## src/rtl/npu_inst_fetch.sv

```systemverilog
// Instruction fetch/decode stage feeding the NPU scheduler: reads one word from instruction SRAM
// per request, decodes the control fields and presents them with a one-cycle valid pulse.
module npu_inst_fetch #(
    parameter int unsigned RD_LAT   = 1,
    parameter int unsigned ADDR_W   = 12,
    parameter int unsigned PROG_LEN = 4096
) (
    input  logic              i_clk,
    input  logic              i_rst_n,
    input  logic              i_start,
    input  logic              i_fetch_en,
    input  logic [11:0]       i_pc,
    output logic              o_imem_ce,
    output logic [ADDR_W-1:0] o_imem_addr,
    input  logic [31:0]       i_imem_rdata,
    input  logic              i_imem_rerr,
    output logic              o_inst_valid,
    output logic [4:0]        o_opcode,
    output logic              o_be_noblock,
    output logic              o_wait_last_noblock_dma,
    output logic [11:0]       o_jump_pc,
    output logic [31:0]       o_inst_word,
    output logic              o_err_inst,
    output logic              o_busy,
    output logic              o_fetch_ovf
);

    localparam logic [1:0] S_IDLE = 2'd0;
    localparam logic [1:0] S_REQ  = 2'd1;
    localparam logic [1:0] S_WAIT = 2'd2;
    localparam logic [1:0] S_DEC  = 2'd3;

    localparam logic [1:0] LAST_CNT = 2'(RD_LAT - 1);

    logic [1:0]  r_state;
    logic [11:0] r_pc;
    logic        r_pend;
    logic [11:0] r_pend_pc;
    logic [1:0]  r_cnt;
    logic        r_ovf;

    logic [4:0]  r_opcode;
    logic        r_noblock;
    logic        r_wait_dma;
    logic [11:0] r_jump_pc;
    logic [31:0] r_word;
    logic        r_err;

    logic [1:0]  w_state_nxt;
    logic [11:0] w_pc_nxt;
    logic        w_pend_nxt;
    logic [11:0] w_pend_pc_nxt;
    logic [1:0]  w_cnt_nxt;
    logic        w_ovf_nxt;
    logic        w_capture;

    logic        w_oor;
    logic        w_illegal;
    logic [4:0]  w_dec_opcode;
    logic        w_dec_noblock;
    logic        w_dec_wait_dma;
    logic [11:0] w_dec_jump_pc;
    logic [31:0] w_dec_word;
    logic        w_dec_err;

    // r_pc is stable from REQ through WAIT, so the range check can be combinational.
    assign w_oor = ({20'd0, r_pc} >= PROG_LEN);

    always_comb begin
        w_illegal = 1'b1;
        case (i_imem_rdata[31:27])
            5'b01010, 5'b01011, 5'b01101, 5'b10010, 5'b11100,
            5'b00110, 5'b11111, 5'b10011, 5'b10110, 5'b10111: w_illegal = 1'b0;
            default:                                          w_illegal = 1'b1;
        endcase
    end

    always_comb begin
        w_dec_opcode   = 5'd0;
        w_dec_noblock  = 1'b0;
        w_dec_wait_dma = 1'b0;
        w_dec_jump_pc  = 12'd0;
        w_dec_word     = 32'd0;
        w_dec_err      = 1'b1;
        if (!w_oor) begin
            w_dec_opcode   = i_imem_rdata[31:27];
            w_dec_noblock  = i_imem_rdata[26];
            w_dec_wait_dma = i_imem_rdata[25];
            w_dec_jump_pc  = i_imem_rdata[11:0];
            w_dec_word     = i_imem_rdata;
            w_dec_err      = w_illegal | i_imem_rerr;
        end
    end

    always_comb begin
        w_state_nxt   = r_state;
        w_pc_nxt      = r_pc;
        w_pend_nxt    = r_pend;
        w_pend_pc_nxt = r_pend_pc;
        w_cnt_nxt     = r_cnt;
        w_ovf_nxt     = r_ovf;
        w_capture     = 1'b0;
        if (i_start) begin
            w_state_nxt   = S_IDLE;
            w_pc_nxt      = 12'd0;
            w_pend_nxt    = 1'b0;
            w_pend_pc_nxt = 12'd0;
            w_cnt_nxt     = 2'd0;
            w_ovf_nxt     = 1'b0;
        end else begin
            case (r_state)
                S_IDLE: begin
                    if (i_fetch_en) begin
                        w_state_nxt = S_REQ;
                        w_pc_nxt    = i_pc;
                    end
                end
                S_REQ: begin
                    // Out-of-range requests skip the ce but still sit out the read slot,
                    // keeping the request-to-valid latency fixed.
                    w_state_nxt = S_WAIT;
                    w_cnt_nxt   = 2'd0;
                end
                S_WAIT: begin
                    if (r_cnt == LAST_CNT) begin
                        w_capture   = 1'b1;
                        w_state_nxt = S_DEC;
                    end else begin
                        w_cnt_nxt = r_cnt + 2'd1;
                    end
                end
                S_DEC: begin
                    if (r_pend) begin
                        w_state_nxt = S_REQ;
                        w_pc_nxt    = r_pend_pc;
                        w_pend_nxt  = 1'b0;
                    end else if (i_fetch_en) begin
                        w_state_nxt = S_REQ;
                        w_pc_nxt    = i_pc;
                    end else begin
                        w_state_nxt = S_IDLE;
                    end
                end
                default: w_state_nxt = S_IDLE;
            endcase

            // In DEC a request with an empty slot was already routed straight to REQ above.
            if (i_fetch_en && (r_state != S_IDLE)) begin
                if (r_pend) begin
                    w_ovf_nxt = 1'b1;
                end else if (r_state != S_DEC) begin
                    w_pend_nxt    = 1'b1;
                    w_pend_pc_nxt = i_pc;
                end
            end
        end
    end

    always_ff @(posedge i_clk or negedge i_rst_n) begin
        if (!i_rst_n) begin
            r_state   <= S_IDLE;
            r_pc      <= 12'd0;
            r_pend    <= 1'b0;
            r_pend_pc <= 12'd0;
            r_cnt     <= 2'd0;
            r_ovf     <= 1'b0;
        end else begin
            r_state   <= w_state_nxt;
            r_pc      <= w_pc_nxt;
            r_pend    <= w_pend_nxt;
            r_pend_pc <= w_pend_pc_nxt;
            r_cnt     <= w_cnt_nxt;
            r_ovf     <= w_ovf_nxt;
        end
    end

    always_ff @(posedge i_clk or negedge i_rst_n) begin
        if (!i_rst_n) begin
            r_opcode   <= 5'd0;
            r_noblock  <= 1'b0;
            r_wait_dma <= 1'b0;
            r_jump_pc  <= 12'd0;
            r_word     <= 32'd0;
            r_err      <= 1'b0;
        end else if (i_start) begin
            r_opcode   <= 5'd0;
            r_noblock  <= 1'b0;
            r_wait_dma <= 1'b0;
            r_jump_pc  <= 12'd0;
            r_word     <= 32'd0;
            r_err      <= 1'b0;
        end else if (w_capture) begin
            r_opcode   <= w_dec_opcode;
            r_noblock  <= w_dec_noblock;
            r_wait_dma <= w_dec_wait_dma;
            r_jump_pc  <= w_dec_jump_pc;
            r_word     <= w_dec_word;
            r_err      <= w_dec_err;
        end
    end

    assign o_imem_ce               = (r_state == S_REQ) && !w_oor;
    assign o_imem_addr             = ADDR_W'(r_pc);
    assign o_inst_valid            = (r_state == S_DEC);
    assign o_opcode                = r_opcode;
    assign o_be_noblock            = r_noblock;
    assign o_wait_last_noblock_dma = r_wait_dma;
    assign o_jump_pc               = r_jump_pc;
    assign o_inst_word             = r_word;
    assign o_err_inst              = r_err;
    assign o_busy                  = (r_state != S_IDLE) || r_pend;
    assign o_fetch_ovf             = r_ovf;

endmodule

```

## config.mk

```make
export PLATFORM = sky130hd
export DESIGN_NAME = npu_inst_fetch
export DESIGN_NICKNAME = d
export VERILOG_FILES = /design/src/rtl/npu_inst_fetch.sv
export SDC_FILE = /design/constraint.sdc
export NUM_CORES = 1
export LEC_CHECK = 0
export CAP_MARGIN = 20
export CELL_PAD_IN_SITES_DETAIL_PLACEMENT = 2
export CELL_PAD_IN_SITES_GLOBAL_PLACEMENT = 2
export CORE_MARGIN = 2
export CORE_UTILIZATION = 24
export CTS_CLUSTER_SIZE = 28
export DETAILED_ROUTE_END_ITERATION = 10
export HOLD_SLACK_MARGIN = 0.15
export PLACE_DENSITY = 0.85
export SYNTH_ARGS = -nofsm -noshare
export SYNTH_HDL_FRONTEND = slang
export SYNTH_SLANG_ARGS = --single-unit
```

## constraint.sdc

```tcl
create_clock -name i_clk -period 1.5 [get_ports i_clk]
set_input_delay 0.3 -clock i_clk [delete_from_list [all_inputs] [get_ports i_clk]]
set_output_delay 0.3 -clock i_clk [all_outputs]
set_load 0.02 [all_outputs]
```

# Yosys cells after proc, flatten, opt, wreduce, memory -nomap -nowiden
# Memory sizes are Yosys's and may differ from the RTL's.
# Index checks and enable logic that the tools add are counted.
# totals
elab_cells	78
n_memories	1
in_bits	49
output_inout_bits	68
romBits	32
reg_bits	82
# op_classes
addsub	1
bitwise	1
mux	40
eq_ne	8
reduce_logical	15
# mem_list
memory	words	width	read_ports	rd_ports_with_merged_regs	wr	line_no	source
(no name shown)	32	1	1	0	0	71	case (i_imem_rdata[31:27])
# ops
operator	n
12-bit two-way mux	9
32-bit two-way mux	2
12-bit case mux with 2 select lines	1
1-bit two-way mux	19
2-bit two-way mux	5
5-bit two-way mux	2
2-bit nonzero test	5
3-bit inequality test (second input constant)	3
2-bit case mux with 4 select lines	1
2-bit AND reduction	3
3-bit nonzero test	2
2-bit == test (second input constant)	2
2-bit logical NOT	2
2-bit inequality test (second input constant)	2
2-bit case mux with 2 select lines	1
3-bit AND reduction	1
2-bit by 1-bit adder with 2-bit output (second input constant)	1
2-bit by 1-bit == test with 1-bit output (second input constant)	1
1-bit logical AND	1
1-bit logical OR	1
1-bit OR	1

# Longest topological paths before layout
# Gate-level depths: netlist (run 1).
# logic_depth
word_depth	6
ltp_mapped	6
ltp_nobuf	6

# Least setup slack after synthesis (run 1)
# No wires, ideal clock.
# synth_path
path_kind	register -> register
startpoint	register r_state[0]
endpoint	register r_pc[0] (netlist: o_imem_addr[0])
synth_period_minus_slack_ns	1.585
n_path_buf	1
t_required_ns	1.376
arrival_ns	1.461
setup_time_ns	0.124
path_stages_with_launch	6
path_slack_ns	-0.085
path_cell_list	dfrtp_1 ha_1 nor3_1 or2_1 buf_2 o21ai_1
# synth_via
elab_chain_len	3
word_cells_on_any_way	5
cone_classes	eq/ne (1); mux (2); reduce/logical (2)
# synth_lines
element	line_no	source
start, declared	35	logic [1:0] r_state;
start signal, assigned	168	r_state <= w_state_nxt;
2-bit == test (*)	n/a	
net o_inst_valid	17	output logic o_inst_valid,
12-bit case mux with 2 select lines	111	case (r_state)
12-bit two-way mux	103	if (i_start) begin
end signal, assigned	169	r_pc <= w_pc_nxt;
end, declared	36	logic [11:0] r_pc;
# Mark *: on every way through the listed nets, which the timed path passes. The rest lies on a longest branch.
# A chain may end at the register's enable or synchronous reset.

# Worst setup path in the final report (run 1)
# layout_path
startpoint	register r_state[0]
endpoint	register r_pend_pc[9]
# layout_via
elab_chain_len	4
word_cells_on_any_way	6
cone_classes	eq/ne (1); reduce/logical (5)
# layout_lines
element	line_no	source
2-bit nonzero test	148	if (i_fetch_en && (r_state != S_IDLE)) begin
1-bit logical AND	148	
2-bit nonzero test (no line)	n/a	
3-bit AND reduction (no line) (*)	n/a	
end signal, assigned	171	r_pend_pc <= w_pend_pc_nxt;
end, declared	38	logic [11:0] r_pend_pc;
# Every way passes the cells marked *; elsewhere a longest branch is shown, timed or not.

==> impl_metrics.json, run 1 <==
{
  "status": "finished, violations left",
  "violations": "setup timing",
  "netlist_top_cells_count": "dfrtp_1 (63), a22o_1 (45), nand2_1 (28)",
  "drive_gt1_share_pct": 22.59,
  "synth_cell_types": 26,
  "irDropWorstVdd_uv": 732.6,
  "dieHeight_um": 113.9,
  "synth_top_area_cell": "dfrtp_1",
  "fin_crit_ps": 1713,
  "rsz0062_at_grt": "yes",
  "worst_r2r_startpoint": "r_state[0]",
  "worstMarginPinSlew_ps": 402.0,
  "dp_hpwl_um": 6744,
  "synth.most_common_cell": "dfrtp_1",
  "path_clk_slew_ps": 60,
  "path_class": "reg -> reg",
  "cp_max_fo": 6,
  "gr-total-overflow": 0,
  "p_sw_mw": 2.851,
  "grt_pass1_vias": 2969,
  "crit_required_ps": 1750,
  "area_growth_pct": 70.37,
  "ys.flop_type": "dfrtp_1",
  "antenna_cells": 0,
  "p_int_mw": 5.162,
  "dieArea_mm2": 0.01296,
  "leakagePower_nw": 2.523,
  "cp-startpoint": "r_state[0]",
  "grt_max_degree": 64,
  "cts_tree": "yes",
  "synth_seq_cells": 63,
  "h-tree-depth": 3,
  "worst-r2r-setup-slack_ps": -210,
  "fp.coreArea_mm2": 0.01191,
  "cp.buffers_inverters": 3,
  "synth_edf_count": 0,
  "clockBufferDepth": 2,
  "port_buffers": 116,
  "rr_worst_depth": 7,
  "vias": 2593,
  "cts_made_buffers": 9,
  "max_freq_mhz": 583.8,
  "cap_viol_max_count": 0,
  "regArea_mm2": 0.001577,
  "cts_root_buf": "clkbuf_16",
  "cpLargestDelayFamily": "simple AND/OR/NAND/NOR gates",
  "worstSetupEndpointType": "flip-flop",
  "clkSinkCount": 63,
  "yosys_warnings": 0,
  "crit_cells": 7,
  "setup_viol": 62,
  "synth_top_area_share_pct": 54.43,
  "syn_avg_cell_area_um2": 11.27,
  "seq_area_frac_synth_pct": 54.43,
  "finalNetCount": 447,
  "min_path_type": "reg -> reg",
  "vias_per_cell": 4.793,
  "async_reset_ff_share_pct": 100.0,
  "worst_clock_skew_ps": 6.789,
  "grt_usage_pct": 17.41,
  "multi_input_area_mm2": 0.001251,
  "antenna_found_initial": 0,
  "post_dp_cell_area_mm2": 0.004259,
  "cellPowerDensity_mw_per_mm2": 1624,
  "drt-wirelength-per-cell_um": 20.85,
  "drc": 0,
  "critPathSlowestCell": "dfrtp_1",
  "syn_area_mm2": 0.002897,
  "finalWeightedCongestion": 0.7513,
  "cp_common_cell": "buf_6",
  "syn_inst": 257,
  "wirelength_um": 11280,
  "worstPathCellList": "inv_2 -> ha_4 -> and2b_4 -> buf_6 -> nor4b_4 -> buf_6 -> a22o_1",
  "core.rowCount": 40,
  "slew_headroom_pct": 73.14,
  "pwr-share-seq_pct": 29.0,
  "start_kind": "flip-flop",
  "hold_violations": 0,
  "setup_slack_ps": -213.0,
  "fin_util_pct": 41.43,
  "clkPwrFrac_pct": 27.9,
  "cpPeakStageDelay_ps": 410,
  "syn_nets": 314,
  "rr_endpoint": "r_pend_pc[9]",
  "worstSetupEndpoint": "r_pend_pc[9]",
  "die_w_um": 113.9,
  "switching_share_pct": 35.58,
  "period_share_pct": 114.2,
  "clk-insertion-delay-late_ps": 330,
  "slew_violations": 0,
  "drt_pass1_iterations": 4,
  "synth_area_leaders": "dfrtp_1 (54%), a22o_1 (14%), buf_4 (6.2%)",
  "arrival_ps": 1970,
  "start_util_pct": 24.32,
  "io_pins": 117,
  "grt_pass1_wl_um": 17310,
  "drtIter0Drc": 85,
  "ant_nets": 0,
  "nFillCells": 1250,
  "stdcell_area_mm2": 0.004935,
  "p_comb_share_pct": 43.1
}
flip-flops by register name (all words and copies together) (netlist names):
register     flops
o_opcode         4
o_fetch_ovf      1
r_cnt            2
o_err_inst       1
r_pend           1
o_imem_addr     12
o_inst_word     17
r_pend_pc       12
o_jump_pc       11
r_state          2
worst min path at each step:
| stage | startpoint | to | slack [ps] | depth (start not counted) |
|---|---|---|---|---|
| final | o_inst_word[22] | o_inst_word[22] | 500 | 1 |
| after detailed placement | i_rst_n | o_imem_addr[3] | 350 | 2 |
| after global routing | o_inst_word[17] | o_inst_word[17] | 530 | 1 |
| after floorplan | i_rst_n | o_err_inst | 4 | 0 |
| after CTS | o_inst_word[23] | o_inst_word[23] | 510 | 1 |
| after global placement | i_rst_n | o_imem_addr[4] | 340 | 2 |
power by group through the flow:
stage                     combinational, mW  clock, mW  sequential (mW)
after floorplan                        1.19          0             2.60
after global placement                 2.80          0             2.31
after CTS                              3.23       2.29             2.31
final                                  3.45       2.24             2.32
after detailed placement               2.93          0             2.33
after global routing                   3.70       2.35             2.37
logic make-up after synthesis:
kind of cell / count (synthesis) / share of synthesized area [%]
AOI/OAI and AO/OA: 86 / 21.04
and+or+nand+nor: 46 / 7.732
adders and majority gates: 8 / 3.456
DFF: 63 / 54.43
muxes: 13 / 4.536
buffers and inverters: 41 / 8.812
stage by stage:
stage | hold slack (ps) | power, mW | setup slack, ps | std cells | TNS, ps
after floorplan | 4.409 | 3.799 | 7.770 | 257 | 0
after global placement | 341.7 | 5.118 | -453.2 | 511 | -15160
after detailed placement | 352.8 | 5.260 | -635.4 | 511 | -18280
after CTS | 505.4 | 7.837 | -124.0 | 537 | -2267
after global routing | 533.0 | 8.423 | -274.3 | 541 | -9577
final | 499.9 | 8.013 | -213.0 | 541 | -6402
area by class of cell:
cell class	instances	share of cell area [%]
clock buffers	11	4.919
clock inverters	4	1.420
inverters	7	0.5325
multi-input cells	153	25.35
flip-flops and latches	63	31.95
well taps	147	3.727
repair buffers	156	32.10
routing by layer:
layer | routed length (µm) | global-route usage [%]
met1 | 4667 | 21.36
met2 | 6078 | 30.58
met3 | 377 | 3.560
met4 | 157 | 5.772
met5 | 0 | 0
worst register-to-register path: stages, from the launching register on:
cell	delay, ps
dfrtp_1	410
inv_2	90
ha_4	170
and2b_4	250
buf_6	90
nor4b_4	280
buf_6	180
a22o_1	160
timing repair:
item                       4_1_cts  5_1_grt
buffers inserted                 6        5
hold buffers                     1        0
pin swaps                        7       23
setup endpoints to repair      126       64
hold endpoints to repair        63        0
gates cloned                     5        0
resized for setup              118       26
placed cells by master (no fill, tap or decap), types with 2 or more instances in the layout:
cell / synthesis / final
a21oi_1: 9 / 6
buf_16: 0 / 2
a22o_1: 45 / 45
buf_6: 0 / 20
nand2b_1: 5 / 4
bufinv_16: 0 / 2
nand2_4: 0 / 2
clkinv_2: 0 / 2
dfrtp_1: 63 / 63
inv_1: 7 / 5
buf_12: 0 / 4
o21ai_2: 0 / 12
mux2i_1: 12 / 12
clkdlybuf4s50_1: 0 / 46
clkbuf_16: 0 / 9
dlygate4sd2_1: 0 / 66
o21ai_0: 17 / 13
a21oi_4: 0 / 2
nor3_4: 0 / 2
nor2_1: 5 / 5
ha_1: 8 / 3
nand2_1: 28 / 26
o21ai_1: 10 / 2
bufbuf_16: 0 / 2
ha_4: 0 / 5
buf_4: 24 / 14
inv_2: 0 / 2
Note: power is estimated with default switching activity, not from simulation.
==> run 2: changes to the inputs <==
--- a/config.mk
+++ b/config.mk
@@ -13,7 +13,8 @@
 export CTS_CLUSTER_SIZE = 28
 export DETAILED_ROUTE_END_ITERATION = 10
 export HOLD_SLACK_MARGIN = 0.15
-export PLACE_DENSITY = 0.85
+export PLACE_DENSITY_LB_ADDON = 0.1
+export SETUP_SLACK_MARGIN = 0.4
 export SYNTH_ARGS = -nofsm -noshare
 export SYNTH_HDL_FRONTEND = slang
 export SYNTH_SLANG_ARGS = --single-unit
==> run 2 against run 1 <==
  * The flow still finishes with violations (setup timing)
  * Clock-buffer cell count shrank 2
  * Register-to-register slack gained 80 ps
  * Worst hold slack lost 2.5 ps
  * Sequential power grew 4%
  * Setup slack gained 84 ps
  * Core utilization grew 5.1 points
  * First-iteration DRC count shrank 41%
  * Die area is the same
  * Non-clock buffer count grew 40
  * Final cell count grew 7.6%
  * Critical path type unchanged
  * Largest power group unchanged
==> impl_metrics.json, run 2 (synthesis results as in run 1) <==
{
  "status": "finished, violations left",
  "period_share_pct": 108.6,
  "arrival_ps": 1900,
  "start_kind": "flip-flop",
  "io_pins": 117,
  "die_w_um": 113.9,
  "grt_pass1_vias": 2842,
  "setup_viol": 57,
  "dp_hpwl_um": 6461,
  "drt-wirelength-per-cell_um": 19.05,
  "worstMarginPinSlew_ps": 371.3,
  "start_util_pct": 24.32,
  "cts_root_buf": "clkbuf_16",
  "cellPowerDensity_mw_per_mm2": 1659,
  "wirelength_um": 11090,
  "worstSetupEndpointType": "flip-flop",
  "setup_slack_ps": -128.7,
  "post-place-cells": 516,
  "drive_gt1_share_pct": 48.51,
  "violations": "setup timing",
  "path_class": "reg -> reg",
  "max_freq_mhz": 614.0,
  "slew_headroom_pct": 75.24,
  "area_growth_pct": 91.40,
  "routed-wl-met3_um": 578,
  "cts_made_buffers": 9,
  "pre_cts_ws_ps": -541.8,
  "nFillCells": 1179,
  "grt_max_degree": 64,
  "fin_crit_ps": 1629,
  "gr-total-overflow": 0,
  "cts_tree": "yes",
  "crit_required_ps": 1770,
  "top_layer": "met4",
  "irDropWorstVdd_uv": 549.9,
  "fp.coreArea_mm2": 0.01191,
  "port_buffers": 116,
  "dieArea_mm2": 0.01296,
  "core.rowCount": 40,
  "hold_violations": 0,
  "clkSinkCount": 63,
  "cap_viol_max_count": 0,
  "finalNetCount": 487,
  "drtIter0Drc": 50,
  "cp_max_fo": 7,
  "grt_pass1_wl_um": 15820,
  "wl_met2_um": 5677,
  "worst-r2r-setup-slack_ps": -130,
  "h-tree-depth": 3,
  "clk-insertion-delay-late_ps": 340,
  "rsz0062_at_grt": "yes",
  "final_cell_mix": "buf_6 (81), dfrtp_1 (58), buf_4 (53), clkdlybuf4s50_1 (47), a22o_1 (45)",
  "slew_violations": 0,
  "vias_per_cell": 4.631,
  "vias": 2695,
  "finalWeightedCongestion": 0.7177,
  "min_path_type": "in -> async",
  "largest_register_ffs": 17,
  "antenna_cells": 0,
  "drc": 0,
  "drt_pass1_iterations": 4,
  "worst_clock_skew_ps": 5.832,
  "antenna_found_initial": 0,
  "final_cells": 582,
  "fin_util_pct": 46.54,
  "wirelength_met1_um": 4624,
  "clockBufferDepth": 2,
  "path_clk_slew_ps": 60,
  "mostFrequentLayoutCell": "buf_6",
  "ant_nets": 0,
  "leakagePower_nw": 2.664,
  "grt_usage_pct": 15.97,
  "dieHeight_um": 113.9
}
==> run 2: final timing paths <==
path                         startpoint        endpoint  cells after the start
hold reg to reg            r_pend_pc[0]    r_pend_pc[0]                      1
min in group i_clk         r_pend_pc[0]    r_pend_pc[0]                      1
hold / removal                  i_rst_n  o_imem_addr[5]                      3
setup reg to reg             r_state[1]    o_jump_pc[9]                      7
setup / recovery             r_state[1]    o_jump_pc[9]                      7
max in group asynchronous       i_rst_n      r_state[1]                      3
==> run 2: layer usage <==
metal,up-vias,track usage (%)
met5,-,0
met4,0,7.073
met1,1359,19.99
li1,1252,-
met2,71,26.07
met3,13,4.145
==> run 2: report_power, final <==
part	internal, mW	total (mW)	switching (mW)
combinational	2.27	4.17	1.90
sequential	2.06	2.41	0.349
clock	1.80	2.62	0.826
==> run 2: area by class of cell <==
cell class / instances / area, µm² / area share [%]
sequential: 63 / 1583 / 28.55
clock buffer: 9 / 225.2 / 4.062
multi-input combinational: 153 / 1295 / 23.36
clock inverter: 7 / 145.1 / 2.618
tap: 147 / 183.9 / 3.318
inverter: 7 / 28.78 / 0.5191
timing repair buffer: 196 / 2083 / 37.58
==> run 2: worst max-delay path, stage by stage (launching register included) <==
cell and delay (ps):
dfrtp_2 440, buf_4 150, buf_4 140, ha_4 170
a21oi_4 180, buf_6 160, clkbuf_16 150, a22o_1 160
==> run 2: what timing repair did <==
| action | 4_1_cts | 5_1_grt |
|---|---|---|
| gates cloned | 1 | 6 |
| hold endpoints to repair | 63 | 0 |
| pin swaps | 15 | 28 |
| gates resized for setup | 409 | 67 |
| setup buffers | 29 | 13 |
| hold buffers | 1 | 0 |
| endpoints found under the setup margin | 131 | 131 |
==> run 2: metrics by stage <==
step / power [mW] / cell area (µm²) / hold WS (ps) / setup TNS [ps]
2_1_floorplan: 3.835 / 2940 / 4.409 / 0
3_3_place_gp: 5.201 / 4314 / 352.4 / -16850
3_5_place_dp: 5.265 / 4314 / 353.9 / -18510
4_1_cts: 8.637 / 5084 / 507.0 / -3320
5_1_grt: 9.645 / 5544 / 530.4 / -7161
6_report: 9.197 / 5544 / 497.4 / -3443
